### src/rtl/multicycle_ctrl.sv
// rtl/multicycle_ctrl.sv - multi-cycle RV32I main controller: Moore FSM plus immsrc/ALU decoders
module multicycle_ctrl #(
    parameter int STATE_W = 4
) (
    input  logic               clk,
    input  logic               reset,
    input  logic [6:0]         op,
    input  logic [2:0]         funct3,
    input  logic               funct7b5,
    input  logic               zero,
    output logic               pcwrite,
    output logic               adrsrc,
    output logic               memwrite,
    output logic               irwrite,
    output logic               regwrite,
    output logic [1:0]         resultsrc,
    output logic [1:0]         alusrca,
    output logic [1:0]         alusrcb,
    output logic [2:0]         immsrc,
    output logic [2:0]         alucontrol,
    output logic               illegal,
    output logic [STATE_W-1:0] state
);

    localparam logic [STATE_W-1:0] S_FETCH    = STATE_W'(0);
    localparam logic [STATE_W-1:0] S_DECODE   = STATE_W'(1);
    localparam logic [STATE_W-1:0] S_MEMADR   = STATE_W'(2);
    localparam logic [STATE_W-1:0] S_MEMREAD  = STATE_W'(3);
    localparam logic [STATE_W-1:0] S_MEMWB    = STATE_W'(4);
    localparam logic [STATE_W-1:0] S_MEMWRITE = STATE_W'(5);
    localparam logic [STATE_W-1:0] S_EXECR    = STATE_W'(6);
    localparam logic [STATE_W-1:0] S_EXECI    = STATE_W'(7);
    localparam logic [STATE_W-1:0] S_ALUWB    = STATE_W'(8);
    localparam logic [STATE_W-1:0] S_BRANCH   = STATE_W'(9);
    localparam logic [STATE_W-1:0] S_JAL      = STATE_W'(10);
    localparam logic [STATE_W-1:0] S_LUI      = STATE_W'(11);

    localparam logic [6:0] OP_LOAD  = 7'b0000011;
    localparam logic [6:0] OP_STORE = 7'b0100011;
    localparam logic [6:0] OP_RTYPE = 7'b0110011;
    localparam logic [6:0] OP_ITYPE = 7'b0010011;
    localparam logic [6:0] OP_BR    = 7'b1100011;
    localparam logic [6:0] OP_JAL   = 7'b1101111;
    localparam logic [6:0] OP_LUI   = 7'b0110111;

    logic [STATE_W-1:0] state_q, state_d;
    logic [1:0]         aluop;
    logic               pcupdate, branch;
    logic               memwrite_raw, irwrite_raw, regwrite_raw, illegal_raw;

    always_ff @(posedge clk) begin
        if (!reset) state_q <= S_FETCH;
        else        state_q <= state_d;
    end

    always_comb begin
        state_d      = S_FETCH;
        adrsrc       = 1'b0;
        memwrite_raw = 1'b0;
        irwrite_raw  = 1'b0;
        regwrite_raw = 1'b0;
        illegal_raw  = 1'b0;
        resultsrc    = 2'b00;
        alusrca      = 2'b00;
        alusrcb      = 2'b00;
        aluop        = 2'b00;
        pcupdate     = 1'b0;
        branch       = 1'b0;
        case (state_q)
            S_FETCH: begin
                irwrite_raw = 1'b1;
                alusrcb     = 2'b10;
                resultsrc   = 2'b10;
                pcupdate    = 1'b1;
                state_d     = S_DECODE;
            end
            S_DECODE: begin
                // Branch target is precomputed here from OldPC + ImmExt
                alusrca = 2'b01;
                alusrcb = 2'b01;
                case (op)
                    OP_LOAD, OP_STORE: state_d = S_MEMADR;
                    OP_RTYPE:          state_d = S_EXECR;
                    OP_ITYPE:          state_d = S_EXECI;
                    OP_BR:             state_d = S_BRANCH;
                    OP_JAL:            state_d = S_JAL;
                    OP_LUI:            state_d = S_LUI;
                    default:           illegal_raw = 1'b1;
                endcase
            end
            S_MEMADR: begin
                alusrca = 2'b10;
                alusrcb = 2'b01;
                state_d = op[5] ? S_MEMWRITE : S_MEMREAD;
            end
            S_MEMREAD: begin
                adrsrc  = 1'b1;
                state_d = S_MEMWB;
            end
            S_MEMWB: begin
                resultsrc    = 2'b01;
                regwrite_raw = 1'b1;
            end
            S_MEMWRITE: begin
                adrsrc       = 1'b1;
                memwrite_raw = 1'b1;
            end
            S_EXECR: begin
                alusrca = 2'b10;
                aluop   = 2'b10;
                state_d = S_ALUWB;
            end
            S_EXECI: begin
                alusrca = 2'b10;
                alusrcb = 2'b01;
                aluop   = 2'b10;
                state_d = S_ALUWB;
            end
            S_ALUWB: regwrite_raw = 1'b1;
            S_BRANCH: begin
                alusrca = 2'b10;
                aluop   = 2'b01;
                branch  = 1'b1;
            end
            S_JAL: begin
                alusrca  = 2'b01;
                alusrcb  = 2'b10;
                pcupdate = 1'b1;
                state_d  = S_ALUWB;
            end
            S_LUI: begin
                resultsrc    = 2'b11;
                regwrite_raw = 1'b1;
            end
            default: state_d = S_FETCH;
        endcase
    end

    always_comb begin
        case (op)
            OP_STORE: immsrc = 3'b001;
            OP_BR:    immsrc = 3'b010;
            OP_JAL:   immsrc = 3'b011;
            OP_LUI:   immsrc = 3'b100;
            default:  immsrc = 3'b000;
        endcase
    end

    always_comb begin
        alucontrol = 3'b000;
        if (aluop == 2'b01) begin
            alucontrol = 3'b001;
        end else if (aluop == 2'b10) begin
            case (funct3)
                3'b000:  alucontrol = (op[5] & funct7b5) ? 3'b001 : 3'b000;
                3'b010:  alucontrol = 3'b101;
                3'b110:  alucontrol = 3'b011;
                3'b111:  alucontrol = 3'b010;
                default: alucontrol = 3'b000;
            endcase
        end
    end

    // funct3[0] inverts the zero test: beq takes on zero, bne on nonzero
    assign pcwrite  = reset & (pcupdate | (branch & (zero ^ funct3[0])));
    assign memwrite = reset & memwrite_raw;
    assign irwrite  = reset & irwrite_raw;
    assign regwrite = reset & regwrite_raw;
    assign illegal  = reset & illegal_raw;
    assign state    = state_q;

endmodule

### config.mk
export PLATFORM = sky130hd
export DESIGN_NAME = multicycle_ctrl
export DESIGN_NICKNAME = d
export VERILOG_FILES = /design/src/rtl/multicycle_ctrl.sv
export SDC_FILE = /design/constraint.sdc
export NUM_CORES = 1
export LEC_CHECK = 0
export BUFFER_PORTS_ARGS = -buffer_cell sky130_fd_sc_hd__buf_2
export CELL_PAD_IN_SITES_DETAIL_PLACEMENT = 0
export CELL_PAD_IN_SITES_GLOBAL_PLACEMENT = 1
export CORE_MARGIN = 2
export CORE_UTILIZATION = 30
export CTS_CLUSTER_DIAMETER = 80
export CTS_CLUSTER_SIZE = 24
export DETAILED_ROUTE_END_ITERATION = 10
export GPL_ROUTABILITY_DRIVEN = 1
export PLACE_DENSITY = 0.85
export SLEW_MARGIN = 5
export SYNTH_ARGS = -nofsm -noshare
export SYNTH_HDL_FRONTEND = slang
export SYNTH_SLANG_ARGS = --single-unit
### constraint.sdc
create_clock -name clk -period 1.8 [get_ports clk]
set_clock_uncertainty 0.2 [all_clocks]
set_input_delay 0.09 -clock clk [delete_from_list [all_inputs] [get_ports clk]]
set_output_delay 0.09 -clock clk [all_outputs]
set_load 0.03 [all_outputs]
After elaboration in Yosys (flattened, before gate mapping)
Index checks and enable logic that the tools add are counted.
Word-level totals
  register bits: 4
  logic and storage cells: 65
Operators by class
  equal/unequal tests: 23
  mux-type cells: 20
  bitwise gates (word level): 9
  reductions and logical operators: 12
Operators by type and width (count)
  3-bit case mux with 4 select lines: 2
  4-bit case mux with 6 select lines: 1
  7-bit by 6-bit equality test with 1-bit output (second input constant): 3
  4-bit case mux with 5 select lines: 1
  4-bit by 3-bit equality test with 1-bit output (second input constant): 4
  4-bit equality test (second input constant): 4
  7-bit equality test (second input constant): 2
  2-bit case mux with 2 select lines: 3
  2-bit OR reduction: 5
  1-bit 2-to-1 mux: 9
  3-bit 2-to-1 mux: 3
  3-bit OR reduction: 3
  4-bit by 2-bit equality test with 1-bit output (second input constant): 2
  1-bit AND: 7
  7-bit by 2-bit equality test with 1-bit output (second input constant): 1
  7-bit by 5-bit equality test with 1-bit output (second input constant): 1
  7-bit OR reduction: 1
  3-bit equality test (second input constant): 2
  2-bit case mux with 3 select lines: 1
  4-bit by 1-bit equality test with 1-bit output (second input constant): 1
  4-bit logical NOT: 1
  4-bit OR reduction: 1
  3-bit by 2-bit equality test with 1-bit output (second input constant): 1
  3-bit logical NOT: 1
  4 further kinds: 4

Logic depth before layout (Yosys ltp)
  word-level depth: 6
  depth in mapped cells: 4
  depth with buffers taken out: 3

Least setup slack after synthesis
OpenSTA, ideal clock, no wires.
  path kind: register to output
  start: reg state_q[0] (netlist: state[0])
  end: out pcwrite
  arrival: 1.798 ns
  required time: 1.510 ns
  setup slack: -0.288 ns
  stages on the path, launching flop included: 5
  buffers on the path: 1
  cell sequence: dfxtp_1 buf_4 nor2b_1 nand3_1 a211oi_1
Between the ends
  longest elaborated chain between the ends: 5
  elaborated cells between the ends (all ways): 9
  classes of those cells: eq/ne: 2; mux: 2; bitwise: 3; reduce/logical: 2
Ends and longest elaborated chain
  from (decl): line 46  | logic [STATE_W-1:0] state_q, state_d;
  from (signal assigned): line 53  | else state_q <= state_d;
  4-bit equality test or 4-bit logical NOT (tied branches): line 69  | case (state_q)
  2-bit OR reduction (no source line) or 1-bit 2-to-1 mux (tied branches)
  1-bit 2-to-1 mux or 1-bit AND (tied branches): line 69, 165
  1-bit bitwise OR (*): line 165  | assign pcwrite = reset & (pcupdate | (branch & (zero ^ funct3[0])));
  1-bit AND (*): line 165
  to (decl): line 11  | output logic pcwrite,
Every way passes the cells marked *; elsewhere a longest branch is shown, timed or not.

Worst setup path after layout
Same ends and word-level chain as after synthesis.

==> impl_results.md <==
- Status: finished, final reports clean
- Gate Count Post-Synth: 88
- DR pass1 iterations: 4
- Worst-path clk slew: 0.04 ns
- # diodes: 0
- Worst-Margin Slew: 0.370 ns
- Place WS: 0.166 ns
- Setup violators final: 0
- GRT Max-Usage Layer: met2
- CP endpoint kind: output pin
- Root Buffer: clkbuf_4
- Hold Slack: 0.0190 ns
- Tmin final: 1.73 ns
- Cell Chain, Critical Path: nor2b_1 -> nand3_1 -> a211oi_2 -> buf_2
- CP max FO: 4
- Residual DRC: 0
- Mean area per synthesized cell: 6.87 µm²
- TritonCTS clock tree: built
- First-pass GRT wire length: 2.67 mm
- Max frequency: 577 MHz
- # IOs: 36
- Gr usage total: 13.9%
- DIE AREA: 2390 µm²
- Logic pwr share: 47.1%
- Filler instances: 206
- Worst setup margin: 0.0671 ns
- Switching share of power: 39.9%
- Pint: 0.000230 W
- Crit path max-delay cell type: dfxtp_1
- Cell row count: 16
- Max-slew violation count: 0
- GRT met3 Usage: 1.84%
- Routed vias/inst: 5.03
- Psw: 0.000152 W
- P per Cell Area: 434 nW/µm²
- DR iter-0 viols: 13
- CP Launch Type: flop
- Yosys reg bits: 4
- Fin crit share: 96.3%
- Num CTS Buffers: 3
- Synth top area cells: dfxtp_1, nand2_1, o21ai_0, nand2b_1, a21oi_1
- Worst-skew pair later-pin latency: 0.23 ns
- Flop pwr share: 24.6%
- Via count: 765
- Share of layout cells above drive strength 1: 44.0%
- Port bufs: 35
- Top_reg_cell synth: dfxtp_1
- Slew headroom: 75.3%
- Routed WL per cell: 11.1 µm
- Ys async rst share: 0%
- NumNets Final: 141
- Synth top cells by count: nand2_1, o21ai_0, a21oi_1
- Most frequent cell after synthesis: nand2_1
- Register area share after synthesis: 13.3%
- Post-detail-place hpwl: 1.34 mm
- CTS sink count: 4
- Remaining antenna violation count after routing: 0
- Core footprint: 1920 µm²
- Synth Cell Area: 604 µm²
- GRT met1 Usage: 15.5%
- Post-synth top area cell: dfxtp_1
- GR Util met2: 24.9%
- Max_cap viols: 0
- Synth-to-Final Area Change: 45.8%
- Die Width: 48.9 µm
- Max reg flops: 4
- Post-synth top area share: 13.3%
- Clk buf depth: 2
- Initial antenna violation count: 0
- EDFF count, synth: 0
- Clock power share: 28.3%
- Synth Warn #: 0
- Initial core utilization: 31.4%
- Vias in the first global route: 667
- Unrepaired setup endpoints after global routing: true
- Syn_nets: 102
- Type of the worst setup path: flop to output pin
- Peak VDD IR: 0.193 mV
- CTS H-tree lvls: 1
- Pin count of the biggest net entering global routing: 13
- Final wirelength: 1.68 mm
- Synth unique cells: 36
- Hold Path Class: primary input to flop
- Die H: 48.9 µm
- Crit-path max cell delay: 0.34 ns
- Gpl congestion: 0.875
- Remaining Overflow, GRT: 0
- LEAKAGE: 0.412 nW
- Worst EP arrival: 1.44 ns
- CP required: 1.51 ns
- Final hold violation count: 0
-- per-stage QoR --
stage	power, W	TNS [ns]	std cells	cell area [µm²]	util, %
floorplan	0.000222	-0.0243	88	636	-
global placement	0.000271	0	147	820	42.6
detailed placement	0.000273	0	147	820	42.6
CTS	0.000390	0	152	865	45.0
global route	0.000402	-0.0177	152	881	45.8
finish	0.000382	0	152	881	45.8
-- cells in the final DEF (no fill, tap or decap), types with 2 or more instances in the layout --
| cell | Yosys | routed |
|---|---|---|
| nor3_1 | 4 | 2 |
| dfxtp_2 | 0 | 2 |
| nand2b_1 | 5 | 4 |
| clkbuf_4 | 0 | 4 |
| dlygate4sd3_1 | 0 | 2 |
| xor2_1 | 2 | 2 |
| nor3b_1 | 3 | 3 |
| inv_1 | 4 | 4 |
| buf_4 | 2 | 4 |
| buf_2 | 3 | 34 |
| and3_1 | 3 | 3 |
| nor3_2 | 0 | 2 |
| nand3_1 | 3 | 3 |
| or3_1 | 2 | 2 |
| nor2b_1 | 3 | 2 |
| nand2_1 | 10 | 10 |
| nor2_1 | 5 | 5 |
| xnor2_1 | 2 | 2 |
| nand4_1 | 2 | 2 |
| o21ai_0 | 7 | 7 |
| a21oi_1 | 6 | 5 |
-- timing repair --
item	in CTS	in global routing
hold buffers	2	0
setup buffers	0	0
hold endpoints to repair	2	0
setup endpoints to repair	2	5
gates resized for setup	2	5
gates cloned	0	0
-- final timing paths --
kind / endpoint / cells after the start / startpoint / slack, ns
setup reg to reg: state[1] / 3 / state[3] / 0.44
setup / recovery: pcwrite / 4 / state[0] / 0.07
hold reg to reg: state[3] / 2 / state[1] / 0.32
hold / removal: state[1] / 3 / op[3] / 0.02
-- power by group through the flow --
stage | combinational [W] | sequential (W) | clock [W]
floorplan | 0.000120 | 0.000102 | 0
global placement | 0.000175 | 0.0000964 | 0
detailed placement | 0.000177 | 0.0000966 | 0
CTS | 0.000181 | 0.0000953 | 0.000114
global route | 0.000194 | 0.0000945 | 0.000113
finish | 0.000180 | 0.0000939 | 0.000108
-- cell type report --
| class | count | area (µm²) | share of cell area, % |
|---|---|---|---|
| multi-input cells | 73 | 495 | 56.2 |
| repair buffers | 41 | 228 | 25.9 |
| flip-flops and latches | 4 | 86.3 | 9.80 |
| inverters | 4 | 15.0 | 1.70 |
| well taps | 27 | 33.8 | 3.84 |
| clock buffers | 3 | 22.5 | 2.56 |
-- kinds of logic after synthesis --
group                  share of synthesized area (%)
AND/OR/NAND/NOR                                 45.3
AO/OA/AOI/OAI                                   24.0
buffers and inverters                           11.6
XOR/XNOR                                        5.80
flip-flops                                      13.3
-- layer usage --
metal | part of all wire (%) | vias up
li1 | - | 396
met1 | 42 | 342
met3 | 4.8 | 0
met4 | 0 | 0
met5 | 0 | -
met2 | 53 | 27
-- worst max-delay path, delay by kind of cell, from the launching register on --
family / cells / cell delay (ns)
compound gates: 1 / 0.22
simple gates: 2 / 0.43
flops: 1 / 0.34
buf+inv: 1 / 0.22
Note: power is estimated with default switching activity, not from simulation.
